--- config.mk ---
export PLATFORM = sky130hd
export DESIGN_NAME = ac_zone_ctrl
export DESIGN_NICKNAME = d
export VERILOG_FILES = /design/src/rtl/ac_zone_ctrl.sv
export SDC_FILE = /design/constraint.sdc
export NUM_CORES = 1
export LEC_CHECK = 0
export ABC_CLOCK_PERIOD_IN_PS = 2450
export BUFFER_PORTS_ARGS = -buffer_cell sky130_fd_sc_hd__buf_2
export CORE_MARGIN = 4
export CORE_UTILIZATION = 35
export DETAILED_ROUTE_END_ITERATION = 6
export GPL_ROUTABILITY_DRIVEN = 1
export PLACE_DENSITY = 0.55
export SLEW_MARGIN = 20
export SYNTH_ARGS = -nofsm -noshare
export SYNTH_HDL_FRONTEND = slang
export SYNTH_SLANG_ARGS = --single-unit
export TNS_END_PERCENT = 1
--- constraint.sdc ---
create_clock -name clk -period 2.45 [get_ports clk]
set_input_delay 0.1225 -clock clk [delete_from_list [all_inputs] [get_ports clk]]
set_output_delay 0.1225 -clock clk [all_outputs]
set_load 0.02 [all_outputs]
--- src/rtl/ac_zone_ctrl.sv ---
// Multi-zone heat/cool hysteresis controller with per-zone sticky timeout fault.
// Optional minimum on/off dwell timers are built when AC_ZONE_DWELL_EN is defined.
module ac_zone_ctrl #(
  parameter int N_ZONES      = 2,
  parameter int TEMP_W       = 5,
  parameter int HYST         = 2,
  parameter int MIN_ON       = 4,
  parameter int MIN_OFF      = 4,
  parameter int FAULT_CYCLES = 64
) (
  input  logic                        clk,
  input  logic                        rst,
  input  logic [N_ZONES-1:0]          enable,
  input  logic [N_ZONES*TEMP_W-1:0]   temperature,
  input  logic [N_ZONES*TEMP_W-1:0]   desired_temperature,
  output logic [N_ZONES-1:0]          heating,
  output logic [N_ZONES-1:0]          cooling,
  output logic [N_ZONES-1:0]          fault,
  output logic                        any_active
);

  localparam int FCNT_W = $clog2(FAULT_CYCLES + 1);
  localparam logic [FCNT_W-1:0] FCNT_MAX = FCNT_W'(FAULT_CYCLES);
  localparam logic [TEMP_W:0]   HYST_X   = (TEMP_W + 1)'(HYST);
  localparam logic [TEMP_W:0]   T_MAX    = {1'b0, {TEMP_W{1'b1}}};

  typedef enum logic [1:0] {IDLE, HEAT, COOL, FLT} state_t;

  state_t            state_q [N_ZONES];
  state_t            state_d [N_ZONES];
  logic [FCNT_W-1:0] fcnt_q  [N_ZONES];
  logic [FCNT_W-1:0] fcnt_d  [N_ZONES];
  logic [FCNT_W-1:0] fcnt_inc[N_ZONES];
  logic [TEMP_W:0]   t_x     [N_ZONES];
  logic [TEMP_W:0]   d_x     [N_ZONES];
  logic [TEMP_W:0]   hi_x    [N_ZONES];
  logic [TEMP_W:0]   lo_x    [N_ZONES];
  logic              on_ok   [N_ZONES];
  logic              off_ok  [N_ZONES];

  logic [N_ZONES-1:0] heating_q, cooling_q, fault_q;
  logic [N_ZONES-1:0] heating_d, cooling_d, fault_d;
  logic               any_active_q;

  // Thresholds use one extra bit so D+HYST and D-HYST saturate instead of wrapping.
  for (genvar g = 0; g < N_ZONES; g++) begin : g_thr
    assign t_x[g]  = {1'b0, temperature[g*TEMP_W +: TEMP_W]};
    assign d_x[g]  = {1'b0, desired_temperature[g*TEMP_W +: TEMP_W]};
    assign hi_x[g] = ((d_x[g] + HYST_X) > T_MAX) ? T_MAX : (d_x[g] + HYST_X);
    assign lo_x[g] = (d_x[g] >= HYST_X) ? (d_x[g] - HYST_X) : '0;
  end

`ifdef AC_ZONE_DWELL_EN
  localparam int DWELL_MAX = (MIN_ON > MIN_OFF) ? MIN_ON : MIN_OFF;
  localparam int DWELL_W   = $clog2(DWELL_MAX + 2);
  localparam logic [DWELL_W-1:0] DWELL_SAT = DWELL_W'(DWELL_MAX);

  logic [DWELL_W-1:0] dwell_q[N_ZONES];
  logic [DWELL_W-1:0] dwell_d[N_ZONES];

  // dwell_q counts cycles completed before the current one, so the current
  // cycle is number dwell_q+1 spent in the state.
  always_comb begin
    for (int i = 0; i < N_ZONES; i++) begin
      on_ok[i]  = (int'(dwell_q[i]) + 1) >= MIN_ON;
      off_ok[i] = (int'(dwell_q[i]) + 1) >= MIN_OFF;
      if (state_d[i] != state_q[i])
        dwell_d[i] = '0;
      else if (dwell_q[i] >= DWELL_SAT)
        dwell_d[i] = DWELL_SAT;
      else
        dwell_d[i] = dwell_q[i] + 1'b1;
    end
  end
`else
  always_comb begin
    for (int i = 0; i < N_ZONES; i++) begin
      on_ok[i]  = 1'b1;
      off_ok[i] = 1'b1;
    end
  end
`endif

  always_comb begin
    for (int i = 0; i < N_ZONES; i++) begin
      state_d[i]  = state_q[i];
      fcnt_d[i]   = fcnt_q[i];
      fcnt_inc[i] = (fcnt_q[i] >= FCNT_MAX) ? FCNT_MAX : (fcnt_q[i] + 1'b1);
      if (!enable[i]) begin
        state_d[i] = IDLE;
        fcnt_d[i]  = '0;
      end else begin
        case (state_q[i])
          IDLE: begin
            fcnt_d[i] = '0;
            if (t_x[i] >= hi_x[i] && off_ok[i])
              state_d[i] = COOL;
            else if (t_x[i] <= lo_x[i] && off_ok[i])
              state_d[i] = HEAT;
          end
          HEAT: begin
            fcnt_d[i] = fcnt_inc[i];
            if (fcnt_inc[i] == FCNT_MAX)
              state_d[i] = FLT;
            else if (t_x[i] >= d_x[i] && on_ok[i]) begin
              state_d[i] = IDLE;
              fcnt_d[i]  = '0;
            end
          end
          COOL: begin
            fcnt_d[i] = fcnt_inc[i];
            if (fcnt_inc[i] == FCNT_MAX)
              state_d[i] = FLT;
            else if (t_x[i] <= d_x[i] && on_ok[i]) begin
              state_d[i] = IDLE;
              fcnt_d[i]  = '0;
            end
          end
          default: state_d[i] = FLT;
        endcase
      end
      heating_d[i] = (state_d[i] == HEAT);
      cooling_d[i] = (state_d[i] == COOL);
      fault_d[i]   = (state_d[i] == FLT);
    end
  end

  always_ff @(posedge clk) begin
    if (rst) begin
      for (int i = 0; i < N_ZONES; i++) begin
        state_q[i] <= IDLE;
        fcnt_q[i]  <= '0;
`ifdef AC_ZONE_DWELL_EN
        dwell_q[i] <= DWELL_SAT;
`endif
      end
      heating_q    <= '0;
      cooling_q    <= '0;
      fault_q      <= '0;
      any_active_q <= 1'b0;
    end else begin
      for (int i = 0; i < N_ZONES; i++) begin
        state_q[i] <= state_d[i];
        fcnt_q[i]  <= fcnt_d[i];
`ifdef AC_ZONE_DWELL_EN
        dwell_q[i] <= dwell_d[i];
`endif
      end
      heating_q    <= heating_d;
      cooling_q    <= cooling_d;
      fault_q      <= fault_d;
      any_active_q <= |{heating_d, cooling_d};
    end
  end

  assign heating    = heating_q;
  assign cooling    = cooling_q;
  assign fault      = fault_q;
  assign any_active = any_active_q;

endmodule

== Word-level counts from Yosys, hierarchy flattened ==
Memories as Yosys holds them, arrays and structs flattened.
Index checks and enable logic that the tools add are counted.
Operators by class
  $add $sub $neg: 6
  $lt $le $gt $ge: 14
  equality and inequality tests: 12
  mux-type cells: 41
  bitwise gates (word level): 4
  reduce and logical (&&, ||, !) cells: 3
Operators with widths (count)
  $mux W7: 14
  $pmux W7 S3: 2
  $mux W2: 16
  $mux W6: 4
  $add A7 B1 Y7 const B: 2
  $eq A7 B7 Y1 const B: 2
  $ge A7 B7 Y1 const B: 2
  $add A5 B2 Y6 const B: 2
  $eq A2 B2 Y1 const B: 6
  $ge A5 B6 Y1: 2
  $gt A6 B5 Y1 const B: 2
  $le A5 B6 Y1: 2
  $pmux W2 S3: 2
  $sub A5 B2 Y6 const B: 2
  $ge A5 B2 Y1 const B: 2
  $ge A5 B5 Y1: 2
  $le A5 B5 Y1: 2
  $eq A2 B1 Y1 const B: 4
  $logic_not A2 Y1: 2
  $or A1 B1 Y1: 4
  $reduce_or A4 Y1: 1
  $mux W1: 3
Storage, ports and cells
  register bits after elaboration: 7
  RAM bits: 18
  bits of input ports: 24
  output and inout port bits: 7
  word-level logic and storage cells: 86
  memories: 2
Memories
  fcnt_q: depth 2, bits a word 7, rd ports 2, clocked after memory_dff 0, wr ports 2, line 31  | logic [FCNT_W-1:0] fcnt_q [N_ZONES];
  state_q: depth 2, bits a word 2, rd ports 2, clocked after memory_dff 0, wr ports 2, line 29  | state_t state_q [N_ZONES];

== Depth between registers and ports, before layout ==
  word-level depth: 9
  gate-level depth with buffers: 13
  depth with buffers taken out: 13

== Worst setup path after synthesis ==
No wires, ideal clock.
  kind: input -> register
  start point: input port desired_temperature[1]
  end point: register any_active_q, in the netlist any_active
  library setup time: 0.075 ns
  arrival: 2.244 ns
  data required time: 2.375 ns
  setup slack: 0.130 ns
  cell stages on the path: 11
  path buffers: 0
  cells stage by stage: inv_1 -> ha_1 -> a21o_1 -> ha_1 -> and4_1 -> a21oi_1 -> o21ai_0 -> o211a_1 -> a2111o_1 -> mux2_1 -> o22ai_1
On the way
  word-level cells in the longest chain between the ends: 9
  elaborated cells on any way between the ends: 21
  those cells by class: add/sub: 2; order compare: 6; eq/ne: 2; mux: 10; reduce/logical: 1
RTL lines
  start: declaration: line 15  | input logic [N_ZONES*TEMP_W-1:0] desired_temperature,
  $add A5 B2 Y6, or another cell as far along: line 49  | assign hi_x[g] = ((d_x[g] + HYST_X) > T_MAX) ? T_MAX : (d_x[g] + HYST_X);
  $gt A6 B5 Y1 / $mux W6 (equally long branches): line 49, 50
  $mux W6 / $le A5 B6 Y1 (equally long branches): line 49, 98
  $ge A5 B6 Y1 / $mux W2 (equally long branches): line 96, 98
  $mux W2: line 96  | if (t_x[i] >= hi_x[i] && off_ok[i])
  $pmux W2 S3 *: line 93  | case (state_q[i])
  $mux W2 *: line 89  | if (!enable[i]) begin
  $eq A2 B1 Y1 / $eq A2 B2 Y1 (equally long branches): line 122, 123
  $reduce_or A4 Y1 *: line 152  | any_active_q <= |{heating_d, cooling_d};
  end signal: assignment: line 152
  end: declaration: line 43  | logic any_active_q;
Mark *: on every way between the ends. The rest lies on a longest branch, timed or not.
A chain may end at the register's enable or synchronous reset.

==> impl.org <==
** STA
- Hold Fails Final Rpt :: 0
- Worst clock skew :: about 3.9 ps
- Final-report max-slew violation count :: 0
- Measured against its own limit, the worst slew margin works out to between 60% and 70%.
- Count of final setup violators :: 0
- Setup repair after global routing missed its margin :: false
- Static timing analysis puts the maximum clock frequency at 436.2 MHz.
- For the finished layout, the period the worst path requires is about 2300 ps.
- Dividing the final minimum period by the clock period gives roughly 94%.
- Worst hold slack :: between 200 and 250 ps
- Worst-margin pin slew :: 454.2 ps

** Cells and area
- Leaving out filler cells and counting taps, the final layout contains roughly 430.
- Leaving out fill and tap cells, the most frequent cells in the layout are ha_1, buf_4, buf_2.
- Inserted Diodes :: 0
- Share of cells above drive strength 1 :: between 20% and 30%
- Final cell utilization of the core :: 45.23%
- The finished cells cover 2938 um^2.
- Final #Nets :: 426
- Leaving out fill and tap cells, the most frequent cell in the layout is ha_1.
- From synthesis to final layout, the design area changed by 22.87%.

** Setup path
- Along the worst path, the maximum fanout reaches 3.
- Critical Path RT :: around 2700 ps
- STA classifies the critical path startpoint as a flip-flop.
- STA classifies the critical path endpoint as a flip-flop.
- Class of the most critical setup path :: flip-flop to flip-flop
- Signal arrival time at the worst endpoint :: 2490 ps

** Placed design
- Total instance count after detailed placement :: around 430
- HPWL Detailed :: 4.431 mm
- In this run the tool buffered the top-level ports with 30 buffer cells.
- Cell area reported after detailed placement :: 2872 um^2
- Routability-driven placement finished with a final weighted congestion of between 0.8 and 0.9.

** Pwr
- Switching share of power :: about a third
- Peak VDD IR :: 0.2527 mV
- Leakage :: roughly 1.4 nW
- Of the total power, the clock network draws between 20 and 25%.
- Power comes to 0.001108 W.
- Net switching component of the power :: between 0.0003 and 0.0004 W
- In this run the power density over the cells is approximately 380 nW/um^2.
- Total internal power :: between 0.0007 and 0.0008 W
- In this run, the combinational gates consume between 30% and 40% of the power.
- Sequential share of power :: 39.1%

** Synthesis
- The mapped netlist covers between 2000 and 2500 um^2.
- Number of warnings printed during yosys synthesis :: 0
- The synthesized design contains 25 register bits.
- Gate Count Post-Synth :: roughly 300
- Number of enable-type register cells in the synthesized netlist :: 0
- Synthesis produced a netlist with a net count of ~360.
- Sequential share of the synthesized area :: approximately a fifth
- The number of different library cells used by synthesis comes to 55.
- Most common flop cell mapped by yosys :: dfxtp_1
- Mean post-synth cell area :: roughly 8.2 um^2
- Counting flops with an async set or reset pin after synthesis yields a share of 0%.

** Route
- Routed via count :: 2257
- DRC marker count from the first detailed-route iteration :: approximately 60
- Final antenna-violating net count :: 0
- After detailed routing, the total wire length is between 5 and 6 mm.
- Drc violations :: 0
- The first detailed-routing pass ran for 4 iterations.
- Wire per inst :: between 10 and 15 um
- Dividing the detail-routed via count by the number of cells gives between 5 and 6.

** Clocking
- CTS built an H-tree with a depth of 1.
- After clock tree synthesis, the setup repair step added 0 buffers.
- Hold_buf cts :: 0
- CTS tree :: built
- After clock tree synthesis, the clock-pin slew on the worst setup and hold paths is ~90 ps.
- The number of gates resized after CTS was 0.
- In this run the deepest clock path goes through 2 buffers.
- In this run the clock root is driven by a clkbuf_8.
- Clock network latency to the later pin of the worst-skew pair :: about 270 ps
- Cts bufs inserted :: 3
- CTS sink cnt :: 25

** Global routing
- The initial antenna violation count was 0.
- All-layer global routing usage :: 13.61%
- Global-route wire length before repair :: around 9.6 mm
- Total gr overflow :: 0
- Largest net degree at the start of global routing :: 14
- The number of global-route vias before repair was roughly 2200.

** Flow run
- Max-cap violation count :: 0

** Floorplanning
- The die covers 8218 um^2.
- Core area :: between 6000 and 7000 um^2
- During I/O placement, the number of pins put on the boundary was 31.
- The initial utilization of the core area, before any placement, comes to around 37%.
- Row generation in the floorplan step produced 29 rows.
- From bottom edge to top edge, the die measures roughly 90 um.
- Measured along the x axis, the die boundary spans between 90 and 100 um.

** Outcome
- Status :: complete, no violations

** Min path
- Path class of the lowest-slack min-delay path :: primary input to flip-flop
-- cell families after synthesis --
logic type	after synthesis	synth area share (%)
AOI/OAI and AO/OA	87	25.90
xor gates and xnor gates	2	0.7327
adders and majority gates	46	24.07
buffers and inverters	31	4.971
DFF	25	20.93
muxes	3	1.360
and+or+nand+nor	98	22.03
-- critical path, cell delays in order (launching register included) --
cell      delay [ps]
dfxtp_1          340
inv_1             50
ha_1             310
or4b_1           490
o22ai_2          130
a21oi_1           80
o21bai_1         200
a2111o_1         150
mux2_1           340
o22ai_2          130
-- registers in the layout, summed over array words and instances (netlist names) --
name,count
heating,2
fault,2
fcnt_q,14
state_q,4
any_active,1
cooling,2
-- power groups by stage --
stage	clock network (W)	logic, W	registers [W]
floorplan	0	0.000245	0.000454
global placement	0	0.000416	0.000444
detailed placement	0	0.000421	0.000444
CTS	0.000261	0.000424	0.000434
global route	0.000277	0.000489	0.000436
finish	0.000245	0.000429	0.000433
-- worst paths after layout --
path                      from            end  slack [ps]  cells after the start
setup reg to reg  fcnt_q[0][0]     any_active         160                      9
setup / recovery  fcnt_q[0][0]     any_active         160                      9
hold / removal             rst  fcnt_q[0][13]         230                      4
hold reg to reg   fcnt_q[0][8]   fcnt_q[0][8]         500                      2
-- cell usage after synthesis, types with 3 or more instances --
| library cell | number | area, um^2 |
|---|---|---|
| ha_1 | 46 | 575.6 |
| inv_1 | 26 | 97.59 |
| dfxtp_1 | 25 | 500.5 |
| a21oi_1 | 21 | 105.1 |
| nor2_1 | 21 | 78.83 |
| nand2_1 | 17 | 63.81 |
| o21ai_0 | 13 | 65.06 |
| a21o_1 | 12 | 90.09 |
| nand3_1 | 12 | 60.06 |
| nor2b_1 | 9 | 56.30 |
| nor3_1 | 6 | 30.03 |
| a22oi_1 | 5 | 37.54 |
| a31oi_1 | 5 | 31.28 |
| and2_1 | 5 | 31.28 |
| and3_1 | 5 | 31.28 |
| nand2b_1 | 5 | 31.28 |
| a211o_1 | 3 | 26.28 |
| clkbuf_1 | 3 | 11.26 |
| nand3b_1 | 3 | 22.52 |
-- per-layer routing --
metal	wire [um]	GRT usage, %
met5	0	0
met3	204	2.333
met1	2670	18.03
met2	2409	23.41
met4	48	2.168
-- per-stage QoR --
stage	worst slack, ps	TNS, ps
after floorplan	130.3	0
after global placement	-117.0	-342.7
after detailed placement	-137.8	-513.1
after CTS	94.16	0
after global routing	3.481	0
final	157.3	0
-- final cells by class --
class                           instances  area [um^2]
Sequential cell                        25        500.5
Tap cell                               77        96.34
Fill cell                             666         3557
Inverter                               26        97.59
Timing Repair Buffer                   64        405.4
Clock buffer                            4        45.04
Multi-Input combinational cell        236         1793
Power figures use the tool's default switching activity.
